[config.mk]
export PLATFORM = sky130hd
export DESIGN_NAME = output_credit_scheduler_flat
export DESIGN_NICKNAME = d
export VERILOG_FILES = /design/src/rtl/noc_pkg.sv /design/src/rtl/output_credit_scheduler_if.sv /design/src/rtl/rr_pick.sv /design/src/rtl/output_credit_scheduler.sv /design/src/flat_wrapper.sv
export SDC_FILE = /design/constraint.sdc
export NUM_CORES = 1
export LEC_CHECK = 0
export ABC_AREA = 1
export BUFFER_PORTS_ARGS = -buffer_cell sky130_fd_sc_hd__buf_2
export CORE_ASPECT_RATIO = 0.75
export CORE_MARGIN = 2
export CORE_UTILIZATION = 55
export CTS_CLUSTER_DIAMETER = 60
export DETAILED_ROUTE_END_ITERATION = 8
export MAX_ROUTING_LAYER = met4
export PLACE_DENSITY = 0.86
export RECOVER_POWER = 100
export SLEW_MARGIN = 20
export SYNTH_ARGS = -nofsm -noshare
export SYNTH_HDL_FRONTEND = slang
export SYNTH_HIERARCHICAL = 1
export SYNTH_SLANG_ARGS = --single-unit
export TNS_END_PERCENT = 10
[constraint.sdc]
create_clock -name clk -period 7.9 [get_ports clk]
set_clock_uncertainty 0.1 [all_clocks]
set_input_delay 0.395 -clock clk [delete_from_list [all_inputs] [get_ports clk]]
set_output_delay 0.395 -clock clk [all_outputs]
set_load 0.005 [all_outputs]
[src/rtl/noc_pkg.sv]
// Shared NoC router definitions: port count, port index type, scheduler state
// encoding and a cyclic port-increment helper.
package noc_pkg;

    localparam int unsigned NUM_PORTS = 5;

    typedef logic [2:0] port_t;

    typedef enum logic [0:0] {
        SCH_IDLE   = 1'b0,
        SCH_LOCKED = 1'b1
    } sched_state_e;

    // p + 1, wrapping to 0 at n
    function automatic port_t next_port(input port_t p, input int unsigned n);
        return (32'(p) + 32'd1 >= n) ? port_t'(0) : port_t'(p + 3'd1);
    endfunction

endpackage

[src/rtl/output_credit_scheduler_if.sv]
// Input-buffer <-> output-scheduler bundle.
//   req/dport/is_tail : front-flit status of each input buffer (buffers drive)
//   grant/out_valid/sel : per-cycle transfer decision (scheduler drives)
// master = input-buffer side, slave = scheduler side.
interface output_credit_scheduler_if #(
    parameter int unsigned NUM_PORTS = noc_pkg::NUM_PORTS
) ();

    logic [NUM_PORTS-1:0] req;
    noc_pkg::port_t       dport [0:NUM_PORTS-1];
    logic [NUM_PORTS-1:0] is_tail;
    logic [NUM_PORTS-1:0] grant;
    logic                 out_valid;
    noc_pkg::port_t       sel;

    modport master (output req, dport, is_tail, input grant, out_valid, sel);
    modport slave  (input req, dport, is_tail, output grant, out_valid, sel);

endinterface

[src/rtl/rr_pick.sv]
// Combinational round-robin picker: first set request at or after ptr_i,
// searching cyclically.
//   req_i : request vector      ptr_i : starting index
//   gnt_o : one-hot grant       idx_o : granted index    any_o : any request
module rr_pick import noc_pkg::*; #(
    parameter int unsigned N = NUM_PORTS
) (
    input  logic [N-1:0] req_i,
    input  port_t        ptr_i,
    output logic [N-1:0] gnt_o,
    output port_t        idx_o,
    output logic         any_o
);

    logic found;

    // Pass 1 covers [ptr, N-1], pass 2 wraps to [0, ptr-1].
    always_comb begin
        gnt_o = '0;
        idx_o = '0;
        found = 1'b0;
        for (int i = 0; i < int'(N); i++) begin
            if (!found && req_i[i] && (port_t'(i) >= ptr_i)) begin
                found    = 1'b1;
                gnt_o[i] = 1'b1;
                idx_o    = port_t'(i);
            end
        end
        for (int i = 0; i < int'(N); i++) begin
            if (!found && req_i[i]) begin
                found    = 1'b1;
                gnt_o[i] = 1'b1;
                idx_o    = port_t'(i);
            end
        end
        any_o = found;
    end

endmodule

[src/rtl/output_credit_scheduler.sv]
// Per-output-port scheduler: round-robin head arbitration among input buffers
// targeting this port, wormhole lock from head to tail, downstream credit gating.
// Optional credit overflow check enabled by macro OCS_CREDIT_CHECK_EN.
//   clk, rst    : clock, asynchronous active-low reset
//   bus (slave) : req/dport/is_tail in, grant/out_valid/sel out (combinational)
//   credit_in   : downstream freed one slot
//   locked      : packet in progress owns the port
//   credits     : current downstream credit count
//   credit_err  : sticky credit overflow flag (0 when check not built)
module output_credit_scheduler #(
    parameter  int unsigned PORT_ADDRESS = 0,
    parameter  int unsigned NUM_PORTS    = noc_pkg::NUM_PORTS,
    parameter  int unsigned CREDIT_DEPTH = 4,
    localparam int unsigned CW           = $clog2(CREDIT_DEPTH + 1)
) (
    input  logic                             clk,
    input  logic                             rst,
    output_credit_scheduler_if.slave         bus,
    input  logic                             credit_in,
    output logic                             locked,
    output logic [CW-1:0]                    credits,
    output logic                             credit_err
);

    localparam logic [0:0]     ST_IDLE   = 1'(noc_pkg::SCH_IDLE);
    localparam logic [0:0]     ST_LOCKED = 1'(noc_pkg::SCH_LOCKED);
    localparam noc_pkg::port_t MY_PORT   = noc_pkg::port_t'(PORT_ADDRESS);
    localparam logic [CW-1:0]  CRED_MAX  = CW'(CREDIT_DEPTH);

    logic [0:0]           state_q, state_d;
    noc_pkg::port_t       owner_q, owner_d;
    noc_pkg::port_t       rr_ptr_q, rr_ptr_d;
    noc_pkg::port_t       sel_q, gidx_c;
    logic [CW-1:0]        credits_q, credits_d;
    logic [NUM_PORTS-1:0] eligible_c, pick_gnt_c, grant_c;
    noc_pkg::port_t       pick_idx_c;
    logic                 pick_any_c;
    logic                 credit_ok_c;

    // Buffers whose front flit targets this port.
    always_comb begin
        eligible_c = '0;
        for (int i = 0; i < int'(NUM_PORTS); i++) begin
            eligible_c[i] = bus.req[i] && (bus.dport[i] == MY_PORT);
        end
    end

    rr_pick #(.N(NUM_PORTS)) u_pick (
        .req_i (eligible_c),
        .ptr_i (rr_ptr_q),
        .gnt_o (pick_gnt_c),
        .idx_o (pick_idx_c),
        .any_o (pick_any_c)
    );

    // Holding reset also blocks grants, since the registers already show reset values.
    assign credit_ok_c = rst && (credits_q != '0);

    // Next-state and grant decision; gidx_c falls back to the last granted index.
    always_comb begin
        state_d  = state_q;
        owner_d  = owner_q;
        rr_ptr_d = rr_ptr_q;
        grant_c  = '0;
        gidx_c   = sel_q;
        case (state_q)
            ST_IDLE: begin
                if (credit_ok_c && pick_any_c) begin
                    grant_c  = pick_gnt_c;
                    gidx_c   = pick_idx_c;
                    rr_ptr_d = noc_pkg::next_port(pick_idx_c, NUM_PORTS);
                    if (!bus.is_tail[pick_idx_c]) begin
                        state_d = ST_LOCKED;
                        owner_d = pick_idx_c;
                    end
                end
            end
            default: begin
                // Body flits carry no routing info, so dport is ignored here.
                if (credit_ok_c && bus.req[owner_q]) begin
                    grant_c = NUM_PORTS'(1) << owner_q;
                    gidx_c  = owner_q;
                    if (bus.is_tail[owner_q]) begin
                        state_d = ST_IDLE;
                    end
                end
            end
        endcase
    end

    // A grant and a returned credit in the same cycle cancel out.
    always_comb begin
        credits_d = credits_q;
        if ((|grant_c) && !credit_in) begin
            credits_d = credits_q - CW'(1);
        end else if (!(|grant_c) && credit_in && (credits_q != CRED_MAX)) begin
            credits_d = credits_q + CW'(1);
        end
    end

    always_ff @(posedge clk or negedge rst) begin
        if (!rst) begin
            state_q   <= ST_IDLE;
            owner_q   <= '0;
            rr_ptr_q  <= '0;
            sel_q     <= '0;
            credits_q <= CRED_MAX;
        end else begin
            state_q   <= state_d;
            owner_q   <= owner_d;
            rr_ptr_q  <= rr_ptr_d;
            sel_q     <= gidx_c;
            credits_q <= credits_d;
        end
    end

`ifdef OCS_CREDIT_CHECK_EN
    logic err_q, err_d;

    // A credit returned while already full (and not consumed) is an overflow.
    assign err_d = err_q | (credit_in && !(|grant_c) && (credits_q == CRED_MAX));

    always_ff @(posedge clk or negedge rst) begin
        if (!rst) begin
            err_q <= 1'b0;
        end else begin
            err_q <= err_d;
        end
    end

    assign credit_err = err_q;
`else
    assign credit_err = 1'b0;
`endif

    assign bus.grant     = grant_c;
    assign bus.out_valid = |grant_c;
    assign bus.sel       = gidx_c;
    assign locked        = (state_q == ST_LOCKED);
    assign credits       = credits_q;

endmodule

[src/flat_wrapper.sv]
// flat-port wrapper written by rule: the top's interface ports become plain ports
module output_credit_scheduler_flat 
#(
    parameter  int unsigned PORT_ADDRESS = 0,
    parameter  int unsigned NUM_PORTS    = noc_pkg::NUM_PORTS,
    parameter  int unsigned CREDIT_DEPTH = 4,
    localparam int unsigned CW           = $clog2(CREDIT_DEPTH + 1)
)
  (clk, rst, credit_in, locked, credits, credit_err, bus_req, bus_dport, bus_is_tail, bus_grant, bus_out_valid, bus_sel);
  output_credit_scheduler_if #(.NUM_PORTS(NUM_PORTS)) bus_i ();
  input  logic clk;
  input  logic rst;
  input  logic credit_in;
  output logic locked;
  output logic [CW-1:0] credits;
  output logic credit_err;
  input wire logic [$bits(bus_i.req)-1:0] bus_req;
  input wire logic [$bits(bus_i.dport)-1:0] bus_dport;
  input wire logic [$bits(bus_i.is_tail)-1:0] bus_is_tail;
  output wire logic [$bits(bus_i.grant)-1:0] bus_grant;
  output wire logic [$bits(bus_i.out_valid)-1:0] bus_out_valid;
  output wire logic [$bits(bus_i.sel)-1:0] bus_sel;
  assign bus_i.req = bus_req;
  assign bus_i.dport = {>>{bus_dport}};
  assign bus_i.is_tail = bus_is_tail;
  assign bus_grant = bus_i.grant;
  assign bus_out_valid = bus_i.out_valid;
  assign bus_sel = bus_i.sel;
  output_credit_scheduler #(.PORT_ADDRESS(PORT_ADDRESS), .NUM_PORTS(NUM_PORTS), .CREDIT_DEPTH(CREDIT_DEPTH)) u_core (.clk(clk), .rst(rst), .bus(bus_i), .credit_in(credit_in), .locked(locked), .credits(credits), .credit_err(credit_err));
endmodule
==> flow_summary.yaml <==
synthesis:
  ys_seq_area_frac: 0.2517
  avgSynthCellArea_um2: 6.793
  syn-cell-area_um2: 1297
  synth_area_leaders: "dfrtp_1 23%, nand2_1 16%, inv_1 5.5%"
  synth_top_area_frac: 0.2314
  yosysWarnings: 6
  yosysTopAreaCell: "dfrtp_1"
  synth.distinct_cells: 33
  synth_nets: 222
  synthCells: 191
  ys_seq_elements: 13
power_and_ir_drop:
  fin_total_pwr_uw: 417.9
  p_per_area_nw_per_um2: 280.2
  leakage_nw: 0.7853
  vdd_drop_max_uv: 172.8
final_layout:
  fin_cells: 268
  fillers: 229
  finish.utilization: 0.6567
  final-seq-area_um2: 326.6
  syn_to_final_growth_pct: 14.95
  drive_above_1_share: 0.2564
  num_antenna_cells: 0
  fin_nets: 266
  multi_input_area_um2: 793.3
setup_path:
  critPathMaxFanout: 8
  arrival_ns: 3.85
  crit_path_start_kind: "input port"
  end_kind: "register"
  worstSetupPathType: "in -> reg"
  worstPathRequired_ns: 8.03
timing:
  timing.final.crit_share: 0.4713
  setup_violations: 0
  slew_violations: 0
  worstMarginPinSlew_ns: 0.9104
  tns_ns: 0
  rsz0062_at_grt: "false"
  period_needed_ns: 3.723
  relSlewSlack: 0.3845
  hold_viol_final: 0
  fmax_mhz: 268.6
  fin_ws_ns: 4.177
die:
  num_io_pins: 42
  fp.dieH_um: 46.07
  num_rows: 15
  fp.dieW_um: 60.09
  die_area_um2: 2768
  coreArea_um2: 2271
  initial_utilization: 0.5713
routing:
  final_antenna_net_count: 0
  num_vias: 1410
  drc_errors: 0
  routed_wl_um: 3199
  viasPerCell: 5.261
  drt-initial-drc-count: 83
  dr.pass1.iters: 4
  wl_per_cell_um: 11.94
status:
  status: "finished, final reports clean"
placed_design:
  dp_hpwl_um: 2593
  place_congestion: 0.9372
  dp_slack_ns: 4.367
  dp_cells: 263
  port_buffers: 40
clock_tree:
  clockRootBuffer: "clkbuf_4"
  cts-buffers-inserted: 3
  cts_setup_buffers: 0
  cts_tree: "built"
  path_clk_slew_ns: 0.08
  clock_latency_ns: 0.28
  ctsResizeCount: 0
  cts_hold_buf: 1
  htree_levels: 1
  cts.sinks: 13
  max-clock-path-buffers: 2
grt:
  track_usage: 0.2500
  grt_pass1_wl_um: 4954
  grt_use_met3: 0.06742
  use_met2: 0.3457
  grt_busiest_layer: "met1"
  grt_use_met1: 0.3731
  grt_pass1_vias: 1115
  grt.overflow.total: 0
  grt_max_degree: 15
  antenna_found_initial: 0
hold_path:
  hp-class: "in -> reg"
flow_run:
  max_cap_viol_count: 0
## where the power goes
part	total [mW]	switching [mW]	internal [mW]
logic	0.237	0.147	0.0894
clock network	0.0412	0.0216	0.0196
registers	0.140	0.0400	0.0997
## placed cells by master, fill, tap and decap left out, types with 2 or more instances in the layout
master / synthesis / final
nor4b_1: 5 / 5
o21ai_0: 5 / 6
clkbuf_1: 0 / 10
o21ai_1: 4 / 4
a21oi_1: 8 / 8
inv_1: 19 / 20
nand4_2: 2 / 2
buf_2: 0 / 31
dfrtp_1: 12 / 12
nor2_4: 3 / 2
nand3_1: 12 / 13
inv_2: 7 / 6
nor2_2: 7 / 6
a31oi_1: 5 / 5
nor2_1: 12 / 15
nand2_2: 9 / 7
clkbuf_4: 0 / 3
o31ai_1: 2 / 2
ha_1: 2 / 2
nand2_1: 55 / 59
nand4_1: 5 / 5
## flip-flops by register name, indices dropped and copies added, names as in the netlist
signal and flops:
u_core/credits 3, u_core/locked 1, u_core/sel_q 3, u_core/rr_ptr_q 3
u_core/owner_q 3
## cell families after synthesis
family / after synthesis / share of synthesized area
flops: 13 / 0.2517
buf+inv: 29 / 0.09451
compound gates: 29 / 0.1418
fa+ha+maj: 3 / 0.03471
simple gates: 116 / 0.4744
other cells: 1 / 0.002890
## metal layers
metal	vias to the layer above	wire (um)
li1	719	-
met1	614	1520
met2	75	1349
met3	2	316
met4	0	12
met5	-	0
## path summary, 6_finish.rpt
path                       cells past startpoint                           start                        endpoint  slack [ns]
max                                           21                   bus_dport[10]   u_core/credits[2]$_DFFE_PN1P_        4.18
min                                            6                  bus_is_tail[4]         u_core/locked$_DFF_PN0_        0.41
max reg2reg                                   20  u_core/rr_ptr_q[1]$_DFFE_PN0P_   u_core/credits[2]$_DFFE_PN1P_        4.61
min reg2reg                                    2   u_core/credits[2]$_DFFE_PN1P_   u_core/credits[2]$_DFFE_PN1P_        0.42
max in group asynchronous                      2                             rst   u_core/owner_q[0]$_DFFE_PN0P_        6.67
min in group asynchronous                      2                             rst  u_core/rr_ptr_q[2]$_DFFE_PN0P_        0.58
## through the flow
stage	hold slack (ns)	cell area [um2]
final	0.4085	1491
after global routing	0.4045	1491
after CTS	0.3894	1558
after detailed placement	0.1971	1521
after global placement	0.1964	1521
after floorplan	-0.0005911	1297
## final cells by class
cell class	count	area share
inverters	27	0.06963
clock buffers	4	0.01762
flip-flops and latches	13	0.2190
multi-input cells	149	0.5319
well taps	34	0.02852
repair buffers	41	0.1334
## synth_stat cells
library cell and count:
o21ai_1 4, fa_1 1, inv_2 7, nand2_2 9, nand3b_1 1, inv_4 1, nand3_1 12, a32oi_1 1
inv_1 19, a31oi_1 5, buf_6 1, o21ai_0 5, o22ai_1 1, nor2_1 12, dfrtp_1 12, nor4b_1 5
dfstp_2 1, nand2_4 2, nor2_2 7, nor2_8 1, nand3_2 2, nand2_1 55, buf_4 1, o21ai_2 1
ha_1 2, a221o_1 1, o31ai_1 2, nor2_4 3, nand4_1 5, nand4_2 2, a21boi_4 1, conb_1 1
a21oi_1 8
## critical path, cell delays in order
cell	delay, ns
buf_2	0.10
nor4b_1	0.79
nand2_1	0.19
nand2_1	0.14
nor2_1	0.07
nand4_2	0.09
nor2_4	0.06
nand4_1	0.12
nand2_1	0.15
nor2_1	0.44
nand2_2	0.06
o21ai_0	0.16
nor2_2	0.09
nand3_1	0.11
nand2_1	0.15
fa_1	0.43
inv_1	0.08
nand2_2	0.05
nand2_1	0.07
nand2_1	0.04
nand2_1	0.05
Power figures use the tool's default switching activity.
